`src/rtl/mchan_ext_pkg.sv`:
```
// Shared types for the external-side outstanding-transaction table.
// Field widths here set the default widths of ext_opc_tbl.
package mchan_ext_pkg;

    localparam int MCHAN_SID_W  = 2;
    localparam int MCHAN_ADD_W  = 12;
    localparam int MCHAN_OPC_W  = 12;
    localparam int MCHAN_TID_W  = 4;
    localparam int MCHAN_LEN_W  = 15;

    // One table entry: everything needed to route response beats back to TCDM.
    typedef struct packed {
        logic [MCHAN_OPC_W-1:0] opc;
        logic [MCHAN_LEN_W-1:0] len;
        logic [2:0]             ext_add;
        logic [MCHAN_ADD_W-1:0] tcdm_add;
        logic [MCHAN_SID_W-1:0] sid;
    } ext_opc_entry_t;

    localparam int EXT_OPC_ENTRY_W = $bits(ext_opc_entry_t);

    // The TCDM side sees the opposite direction of the external side: flip
    // the load/store bit. Anything other than a clean 0 is treated as 1.
    function automatic logic [MCHAN_OPC_W-1:0] inv_ld_st(input logic [MCHAN_OPC_W-1:0] opc);
        logic [MCHAN_OPC_W-1:0] res;
        res    = opc;
        res[0] = (opc[0] === 1'b0);
        return res;
    endfunction

endpackage

```
`src/rtl/ext_tid_alloc.sv`:
```
// Lowest-free priority encoder: gnt_o when any valid_i bit is clear,
// tid_o is the lowest index whose valid_i bit is clear.
module ext_tid_alloc #(
    parameter int NB_TID    = 16,
    parameter int TID_WIDTH = 4
) (
    input  logic [NB_TID-1:0]    valid_i,
    output logic                 gnt_o,
    output logic [TID_WIDTH-1:0] tid_o
);

    // Scan from the top down so the lowest free index wins.
    always_comb begin
        gnt_o = ~&valid_i;
        tid_o = '0;
        for (int i = NB_TID - 1; i >= 0; i--) begin
            if (!valid_i[i]) begin
                tid_o = TID_WIDTH'(i);
            end
        end
    end

endmodule

```
`src/rtl/ext_opc_tbl.sv`:
```
// Outstanding-transaction table for the DMA external unit: allocates TIDs,
// stores per-TID TCDM context, returns it on response beats and retires the
// TID on the last beat. Optional per-entry age tracking is enabled with the
// macro EXT_OPC_TBL_TIMEOUT_EN (adds timeout_o / timeout_tid_o).
module ext_opc_tbl
    import mchan_ext_pkg::*;
#(
    parameter int TRANS_SID_WIDTH = MCHAN_SID_W,
    parameter int TCDM_ADD_WIDTH  = MCHAN_ADD_W,
    parameter int TCDM_OPC_WIDTH  = MCHAN_OPC_W,
    parameter int EXT_TID_WIDTH   = MCHAN_TID_W,
    parameter int MCHAN_LEN_WIDTH = MCHAN_LEN_W,
    parameter int NB_TID          = 16,
    parameter int TIMEOUT_CYCLES  = 1024
) (
    input  logic                       clk_i,
    input  logic                       rst_ni,
    input  logic                       alloc_req_i,
    output logic                       alloc_gnt_o,
    output logic [EXT_TID_WIDTH-1:0]   alloc_tid_o,
    input  logic [TCDM_OPC_WIDTH-1:0]  opc_i,
    input  logic [MCHAN_LEN_WIDTH-1:0] len_i,
    input  logic [TCDM_ADD_WIDTH-1:0]  r_add_i,
    input  logic [2:0]                 add_i,
    input  logic [TRANS_SID_WIDTH-1:0] sid_i,
    input  logic                       r_valid_i,
    input  logic [EXT_TID_WIDTH-1:0]   r_tid_i,
    input  logic                       r_last_i,
    output logic                       r_hit_o,
    output logic [TCDM_OPC_WIDTH-1:0]  tcdm_opc_o,
    output logic [MCHAN_LEN_WIDTH-1:0] tcdm_len_o,
    output logic [MCHAN_LEN_WIDTH-1:0] trans_rx_len_o,
    output logic [TCDM_ADD_WIDTH-1:0]  tcdm_add_o,
    output logic [2:0]                 trans_rx_tcdm_add_o,
    output logic [2:0]                 trans_rx_ext_add_o,
    output logic [TRANS_SID_WIDTH-1:0] tcdm_sid_o,
    output logic [TRANS_SID_WIDTH-1:0] synch_sid_o,
    output logic                       r_err_o,
    output logic                       busy_o,
    output logic                       full_o,
    output logic [EXT_TID_WIDTH:0]     nb_outstanding_o
`ifdef EXT_OPC_TBL_TIMEOUT_EN
    ,
    output logic                       timeout_o,
    output logic [EXT_TID_WIDTH-1:0]   timeout_tid_o
`endif
);

    // The table is indexed over the full TID space; slots at or above NB_TID
    // are tied to zero so an out-of-range lookup naturally misses with zeros.
    localparam int TID_SPACE = 2 ** EXT_TID_WIDTH;
    localparam int CNT_W     = EXT_TID_WIDTH + 1;

    // Reject configurations the table cannot represent.
    if (NB_TID < 1 || NB_TID > TID_SPACE || TIMEOUT_CYCLES < 1) begin : g_bad_cfg
        $error("ext_opc_tbl: illegal NB_TID or TIMEOUT_CYCLES");
    end

    logic [TID_SPACE-1:0]   valid_q;
    logic [TID_SPACE-1:0]   valid_d;
    ext_opc_entry_t         mem_q [TID_SPACE];
    ext_opc_entry_t         wr_entry;
    ext_opc_entry_t         rd_entry;
    logic [CNT_W-1:0]       count_q;
    logic [CNT_W-1:0]       count_d;
    logic                   r_err_q;
    logic                   r_err_d;
    logic                   alloc_gnt;
    logic [EXT_TID_WIDTH-1:0] alloc_tid;
    logic                   alloc_fire;
    logic                   r_hit;
    logic                   retire;

    // Grant depends only on registered state, so a same-cycle retire never
    // turns into a grant while full.
    ext_tid_alloc #(
        .NB_TID    (NB_TID),
        .TID_WIDTH (EXT_TID_WIDTH)
    ) u_alloc (
        .valid_i (valid_q[NB_TID-1:0]),
        .gnt_o   (alloc_gnt),
        .tid_o   (alloc_tid)
    );

    assign alloc_fire = alloc_req_i & alloc_gnt;
    assign r_hit      = valid_q[r_tid_i];
    assign retire     = r_valid_i & r_last_i & r_hit;
    assign rd_entry   = mem_q[r_tid_i];

    assign wr_entry.opc      = opc_i;
    assign wr_entry.len      = len_i;
    assign wr_entry.ext_add  = add_i;
    assign wr_entry.tcdm_add = r_add_i;
    assign wr_entry.sid      = sid_i;

    // Next valid vector: set the granted slot, clear the retired one.
    // Alloc and retire can never name the same slot (granted slot is free,
    // retired slot is valid).
    always_comb begin
        valid_d = valid_q;
        if (alloc_fire) begin
            valid_d[alloc_tid] = 1'b1;
        end
        if (retire) begin
            valid_d[r_tid_i] = 1'b0;
        end
    end

    // Occupancy: +1 on grant, -1 on retire, unchanged when both happen.
    always_comb begin
        count_d = count_q;
        case ({alloc_fire, retire})
            2'b10:   count_d = count_q + CNT_W'(1);
            2'b01:   count_d = count_q - CNT_W'(1);
            default: count_d = count_q;
        endcase
        r_err_d = r_valid_i & ~r_hit;
    end

    for (genvar gi = 0; gi < TID_SPACE; gi++) begin : g_ent
        if (gi < NB_TID) begin : g_used
            logic           v_q;
            logic           v_d;
            ext_opc_entry_t m_q;
            ext_opc_entry_t m_d;

            // Entry payload is written only on its own grant; retire keeps it.
            always_comb begin
                v_d = valid_d[gi];
                m_d = m_q;
                if (alloc_fire && alloc_tid == EXT_TID_WIDTH'(gi)) begin
                    m_d = wr_entry;
                end
            end

            // Per-entry state, cleared by reset.
            always_ff @(posedge clk_i) begin
                if (!rst_ni) begin
                    v_q <= 1'b0;
                    m_q <= '0;
                end else begin
                    v_q <= v_d;
                    m_q <= m_d;
                end
            end

            assign valid_q[gi] = v_q;
            assign mem_q[gi]   = m_q;
        end else begin : g_unused
            assign valid_q[gi] = 1'b0;
            assign mem_q[gi]   = '0;
        end
    end

    // Occupancy counter and the one-cycle error pulse.
    always_ff @(posedge clk_i) begin
        if (!rst_ni) begin
            count_q <= '0;
            r_err_q <= 1'b0;
        end else begin
            count_q <= count_d;
            r_err_q <= r_err_d;
        end
    end

    assign alloc_gnt_o         = alloc_gnt;
    assign alloc_tid_o         = alloc_tid;
    assign r_hit_o             = r_hit;
    assign tcdm_opc_o          = inv_ld_st(rd_entry.opc);
    assign tcdm_len_o          = rd_entry.len;
    assign trans_rx_len_o      = rd_entry.len;
    assign tcdm_add_o          = rd_entry.tcdm_add;
    assign trans_rx_tcdm_add_o = rd_entry.tcdm_add[2:0];
    assign trans_rx_ext_add_o  = rd_entry.ext_add;
    assign tcdm_sid_o          = rd_entry.sid;
    assign synch_sid_o         = rd_entry.sid;
    assign r_err_o             = r_err_q;
    assign busy_o              = (count_q != '0);
    assign full_o              = (count_q == CNT_W'(NB_TID));
    assign nb_outstanding_o    = count_q;

`ifdef EXT_OPC_TBL_TIMEOUT_EN
    localparam int AGE_W = $clog2(TIMEOUT_CYCLES + 1);

    logic [NB_TID-1:0]        expired_d;
    logic                     to_any;
    logic [EXT_TID_WIDTH-1:0] to_tid;
    logic                     timeout_q;
    logic [EXT_TID_WIDTH-1:0] timeout_tid_q;

    for (genvar gi = 0; gi < NB_TID; gi++) begin : g_age
        logic [AGE_W-1:0] age_q;
        logic [AGE_W-1:0] age_d;

        // Age restarts on grant and saturates at the limit while valid.
        always_comb begin
            age_d = age_q;
            if (alloc_fire && alloc_tid == EXT_TID_WIDTH'(gi)) begin
                age_d = '0;
            end else if (valid_q[gi] && age_q != AGE_W'(TIMEOUT_CYCLES)) begin
                age_d = age_q + AGE_W'(1);
            end
        end

        // Age register.
        always_ff @(posedge clk_i) begin
            if (!rst_ni) begin
                age_q <= '0;
            end else begin
                age_q <= age_d;
            end
        end

        // Uses next-state valid so a retire drops the indication right away.
        assign expired_d[gi] = valid_d[gi] && (age_d == AGE_W'(TIMEOUT_CYCLES));
    end

    // Same encoder, inverted sense: the lowest "free" slot is the lowest
    // expired one.
    ext_tid_alloc #(
        .NB_TID    (NB_TID),
        .TID_WIDTH (EXT_TID_WIDTH)
    ) u_timeout_sel (
        .valid_i (~expired_d),
        .gnt_o   (to_any),
        .tid_o   (to_tid)
    );

    // Registered timeout report.
    always_ff @(posedge clk_i) begin
        if (!rst_ni) begin
            timeout_q     <= 1'b0;
            timeout_tid_q <= '0;
        end else begin
            timeout_q     <= to_any;
            timeout_tid_q <= to_tid;
        end
    end

    assign timeout_o     = timeout_q;
    assign timeout_tid_o = timeout_tid_q;
`else
    // Age tracking not built; TIMEOUT_CYCLES only participates in the
    // configuration check above.
`endif

endmodule

```
`config.mk`:
```
export PLATFORM = sky130hd
export DESIGN_NAME = ext_opc_tbl
export DESIGN_NICKNAME = d
export VERILOG_FILES = /design/src/rtl/mchan_ext_pkg.sv /design/src/rtl/ext_tid_alloc.sv /design/src/rtl/ext_opc_tbl.sv
export SDC_FILE = /design/constraint.sdc
export NUM_CORES = 2
export LEC_CHECK = 0
export ABC_CLOCK_PERIOD_IN_PS = 5400
export CORE_ASPECT_RATIO = 0.9
export CORE_MARGIN = 1.5
export CORE_UTILIZATION = 61
export DETAILED_ROUTE_END_ITERATION = 8
export GPL_TIMING_DRIVEN = 0
export HOLD_SLACK_MARGIN = 0.06
export PLACE_DENSITY_LB_ADDON = 0.08
export SLEW_MARGIN = 25
export SYNTH_ARGS = -nofsm -noshare
export SYNTH_HDL_FRONTEND = slang
export SYNTH_HIERARCHICAL = 1
export SYNTH_SLANG_ARGS = --single-unit
```
`constraint.sdc`:
```
create_clock -name clk_i -period 5.4 [get_ports clk_i]
set_input_delay 1.62 -clock clk_i [delete_from_list [all_inputs] [get_ports clk_i]]
set_output_delay 1.62 -clock clk_i [all_outputs]
set_load 0.02 [all_outputs]
```
# After elaboration in Yosys (flattened, before gate mapping)
# Index checks and enable logic that the tools add are counted.
[classes]
n_addsub = 2
magnitude_cmp = 5
n_eq_ne = 19
muxes = 28
n_bitwise = 9
reduce_logical = 23
[op_table]
columns = ["op", "n"]
rows = [
  ["$bmux W44 S4", 1],
  ["$mux W44", 2],
  ["$mux W4", 16],
  ["$eq A4 B4 Y1 const B", 8],
  ["$mux W16", 2],
  ["$logic_and A1 B1 Y1", 18],
  ["$and A16 B16 Y16", 1],
  ["$eq A4 B3 Y1 const B", 4],
  ["$not A16 Y16", 1],
  ["$or A16 B16 Y16", 1],
  ["$reduce_and A16 Y1", 1],
  ["$lt A4 B5 Y1 const B", 2],
  ["$pmux W5 S2", 1],
  ["$demux W1 S4", 2],
  ["$eq A4 B2 Y1 const B", 2],
  ["$ge A4 B1 Y1 const B", 2],
  ["$add A5 B1 Y5 const B", 1],
  ["$eq A5 B5 Y1 const B", 1],
  ["$ge A5 B5 Y1 const B", 1],
  ["$not A4 Y5", 1],
  ["$reduce_bool A5 Y1", 1],
  ["$sub A5 B1 Y5 const B", 1],
  ["$and A1 B1 Y1", 4],
  ["$bmux W1 S4", 1],
  ["9 further kinds", 11],
]
[word_totals]
reg_bits = 726
output_inout_bits = 78

# Logic depth before layout (Yosys ltp)
[depth]
word_depth = 24
depth_mapped = 15

# Hierarchy
# The synthesis kept the hierarchy.
[modules_own_cells]
columns = ["module", "n_inst", "cells_each", "area_each_um2"]
rows = [
  ["ext_opc_tbl", 1, 3678, 32567.5],
  ["ext_tid_alloc", 1, 34, 166.4],
]

# Worst setup path after synthesis
# No wires, ideal clock.
[synth_path]
path_kind = "input to output"
startpoint = "input port r_tid_i[0]"
endpoint = "output port tcdm_opc_o[0]"
arrival_time_ns = 3.323
required_ns = 3.780
slack_ns = 0.457
stages = 5
n_path_buf = 3
cell_sequence = "buf_2 -> buf_2 -> buf_2 -> mux4_2 -> a221oi_1"
[synth_via]
elab_chain_len = 5
[synth_lines]
columns = ["element", "line_no", "source"]
rows = [
  ["from (decl)", "ext_opc_tbl.sv:27", "input logic [EXT_TID_WIDTH-1:0] r_tid_i,"],
  ["$not A4 Y5 (implied by the code)", "ext_opc_tbl.sv:88", "assign rd_entry = mem_q[r_tid_i];"],
  ["$bmux W44 S4", "ext_opc_tbl.sv:88", ""],
  ["$mux W44 (implied by the code) (2 in a row)", "ext_opc_tbl.sv:88", ""],
  ["$eqx A1 B1 Y1", "mchan_ext_pkg.sv:27", "res[0] = (opc[0] === 1'b0);"],
  ["to (decl)", "ext_opc_tbl.sv:30", "output logic [TCDM_OPC_WIDTH-1:0] tcdm_opc_o,"],
]
# No other way between the ends. The select of a mux whose other input is x is not followed.

# Worst setup path in the final report
[layout_path]
startpoint = "input port r_tid_i[0]"
endpoint = "output port trans_rx_tcdm_add_o[0]"
[layout_via]
elab_chain_len = 4
[layout_lines]
columns = ["element", "line_no", "source"]
rows = [
  ["$not A4 Y5 (implied by the code)", "ext_opc_tbl.sv:88", ""],
  ["$bmux W44 S4", "ext_opc_tbl.sv:88", ""],
  ["$mux W44 (implied by the code) (2 in a row)", "ext_opc_tbl.sv:88", ""],
  ["to (decl)", "ext_opc_tbl.sv:34", "output logic [2:0] trans_rx_tcdm_add_o,"],
]
# No other way between the ends. The select of a mux whose other input is x is not followed.

==> impl_metrics.yaml <==
status:
  outcome: "finished with violations"
  violations: "negative setup slack"
final_layout:
  instances_no_fill: 4622
  nets: 3929
  multi_input_area_sq_um: 16500
  syn2layout_area_growth_pct: 13.7
  drive_above_1_share: 0.129
  regArea_sq_um: 14500
  fill_cells: 4073
logic_synthesis:
  yosysSeqAreaShare: 0.444
  mappedNetlistArea_sq_um: 32700
  syn_inst: 3712
  synth_top_area_share: 0.444
  yosysTopAreaCell: "dfxtp_1"
  syn-num-nets: 3768
  avgSynthCellArea_sq_um: 8.82
  synthArstFlopShare: 0
  synth_edf_count: 0
  synth-seq-cells: 726
  yosysWarnings: 6
  ys.flop_type: "dfxtp_1"
  synth.distinct_cells: 44
  synthTopCellsByArea: "dfxtp_1 (44%), nand2_1 (17%), a21boi_0 (16%), mux4_2 (12%), clkbuf_1 (3.0%)"
clocking:
  cts_max_level: 3
  cts_tree: "yes"
  cts_hold_repair.buffers: 0
  clk_pin_slew_ns: 0.06
  clockBufferDepth: 3
  cts_root_buf: "clkbuf_16"
  cts_buffers: 74
  clkLatencyLatePin_ns: 0.62
  clock-sinks: 726
timing:
  finalMaxSlewViolations: 0
  rsz0062_at_grt: "true"
  setup_tns_ns: -0.0413
  setup_slack_ns: -0.0351
  fin_crit_sh: 1.01
  final-setup-viol-count: 2
  hold_viol_final: 0
  relSlewSlack: 0.272
  tightest_slew_ns: 1.09
  fin_skew_ns: 0.0211
  fin_crit_ns: 5.44
  fmax_ghz: 0.184
routing:
  vias: 28100
  wire_per_inst_um: 22.7
  routed_wl_mm: 105
  drc: 0
  antenna_left: 0
  vias_per_cell: 6.07
  drt-pass1-iter-count: 6
  drt_iter0_drc: 2948
floorplanning:
  die_h_um: 223
  ios: 131
  start_util: 0.617
  core_sq_um: 53100
  die_area_sq_um: 55100
  num_rows: 80
  die_w_um: 247
critical_path:
  slowest_delay_ns: 0.52
  startpoint_type: "input port"
  cp.depth: 9
  cp_top_family: "buffers and inverters"
  path_class: "in2out"
  r2r-end: "g_ent[15].g_used.m_q[40]"
  crit_slowest_cell: "clkdlybuf4s50_1"
  cp_data_arrival_time_ns: 3.82
  path_common_cell: "buf_4"
  critPathRequiredTime_ns: 3.78
  crit_start: "r_tid_i[0]"
  cp_num_buf_inv: 6
  reg2reg_slack_ns: 1.78
  r2r_start: "g_ent[2].g_used.v_q"
  endpoint_kind: "output port"
  r2r_cells: 8
  crit_path_max_fanout: 10
  path_cells: "buf_4 -> buf_12 -> buf_8 -> buf_6 -> mux4_2 -> a22oi_1 -> nand2_1 -> buf_4 -> clkdlybuf4s50_1"
  endpoint: "trans_rx_tcdm_add_o[0]"
power:
  pwr-share-seq: 0.481
  vdd_drop_max_v: 0.000309
  switching_power_mw: 2.71
  swShare: 0.240
  p_per_area_nw_per_um2: 303
  combPwrFrac: 0.070
  intPower_mw: 8.57
  p_leak_nw: 12.6
  p_clk_frac: 0.448
global_routing:
  grt_max_degree: 14
  overflow: 0
  antenna_found_initial: 5
  grtUsageTotal: 0.376
  grt_first_pass_wirelength_mm: 158
  first_global_vias: 27800
placed_design:
  gp_congestion: 0.925
  dp_hpwl_mm: 77.5
  dp_cells: 4492
  place_ws_ns: -1.15
  io_buffers: 83
flow_run:
  maxCapViolCount: 0
hold_path:
  hp-class: "reg2reg"
-- synthesized netlist by cell type (2+ instances only) --
cell	instances
a21boi_0	700
a21boi_1	6
a21oi_1	5
a22oi_1	92
a31oi_1	2
and2_1	4
buf_1	13
buf_2	106
buf_4	20
clkbuf_1	264
dfxtp_1	726
ha_1	3
inv_1	5
mux2i_1	11
mux4_2	176
nand2_1	1472
nand2b_1	5
nand3_1	3
nand4_1	5
nand4b_2	2
nor2_1	11
nor2_2	12
nor2b_1	6
nor3_1	3
nor3_2	4
o21ai_0	5
o21ai_1	2
o221a_2	16
or2_2	12
or3_1	6
xor2_1	2
-- power by group through the flow --
stage / clock network (mW) / registers (mW) / logic, mW
after CTS: 5.05 / 5.43 / 0.771
after detailed placement: 0 / 5.55 / 0.741
final: 5.06 / 5.43 / 0.794
after global placement: 0 / 5.54 / 0.726
after floorplan: 0 / 5.54 / 0.461
after global routing: 5.27 / 5.43 / 0.822
-- state kept, by name (all words and copies together) (netlist names) --
register and count:
nb_outstanding_o 5, r_err_o 1, g_ent.g_used.m_q 704, g_ent.g_used.v_q 16
-- layer usage --
| layer | GRT usage | routed length [um] | part of all wire | vias to the layer above |
|---|---|---|---|---|
| li1 | - | - | - | 12800 |
| met1 | 0.469 | 40100 | 0.38 | 13600 |
| met2 | 0.617 | 49700 | 0.47 | 1413 |
| met3 | 0.0917 | 10500 | 0.10 | 303 |
| met4 | 0.169 | 4320 | 0.041 | 2 |
| met5 | 0 | 9 | 0.000086 | - |
-- tightest hold or removal path, cell delays in order, from the launching register on --
cell and delay (ns):
dfxtp_1 0.31, nand2_1 0.05, a21boi_1 0.05
-- per-stage QoR --
stage | hold WS (ns) | instance area, sq um | total power, mW | utilization
after floorplan | 0.432 | 32700 | 6.00 | -
after global placement | 0.437 | 34400 | 6.27 | 0.649
after detailed placement | 0.448 | 34400 | 6.29 | 0.649
after CTS | 0.457 | 37100 | 11.2 | 0.700
after global routing | 0.474 | 37200 | 11.5 | 0.701
final | 0.459 | 37200 | 11.3 | 0.701
-- placed cells by master, fill, tap and decap left out, drive strengths merged, types with 16 or more instances in the layout --
cell,netlist,layout
dfxtp,726,726
clkbuf,264,379
dlymetal6s2s,0,23
a22oi,92,92
nand2,1473,1473
clkdlybuf4s50,0,40
o221a,16,16
buf,139,148
mux4,176,176
a21boi,706,706
nor2,23,23
-- repair_timing --
action,CTS,global route
endpoints found under the setup margin,65,31
resized for setup,154,29
pin swaps,1,0
buffers inserted,3,0
cloned,0,0
hold endpoints to repair,0,0
-- worst min path at each step --
stage                            startpoint                      end  slack [ns]  cells past startpoint
CTS                 g_ent[0].g_used.m_q[43]  g_ent[0].g_used.m_q[43]        0.46                      2
global placement     g_ent[0].g_used.m_q[8]   g_ent[0].g_used.m_q[8]        0.44                      2
detailed placement  g_ent[0].g_used.m_q[43]  g_ent[0].g_used.m_q[43]        0.45                      2
floorplan           g_ent[0].g_used.m_q[10]  g_ent[0].g_used.m_q[10]        0.43                      2
finish               g_ent[0].g_used.m_q[7]   g_ent[0].g_used.m_q[7]        0.46                      2
global route         g_ent[0].g_used.m_q[8]   g_ent[0].g_used.m_q[8]        0.47                      2
-- logic make-up after synthesis --
logic type | share of synthesized area
and+or+nand+nor | 0.184
AOI/OAI and AO/OA | 0.192
DFF | 0.444
buffers and inverters | 0.0531
muxes | 0.124
xor gates and xnor gates | 0.000803
adders and majority gates | 0.00115
-- layout make-up --
cell class	count	share of cell area
well taps	697	0.0234
diodes	2	0.000134
inverters	5	0.000504
clock inverters	10	0.00235
plain buffers	402	0.0545
repair buffers	86	0.0236
flip-flops and latches	726	0.391
multi-input cells	2578	0.445
clock buffers	116	0.0604
No activity file was read; power rests on OpenSTA's default activity.
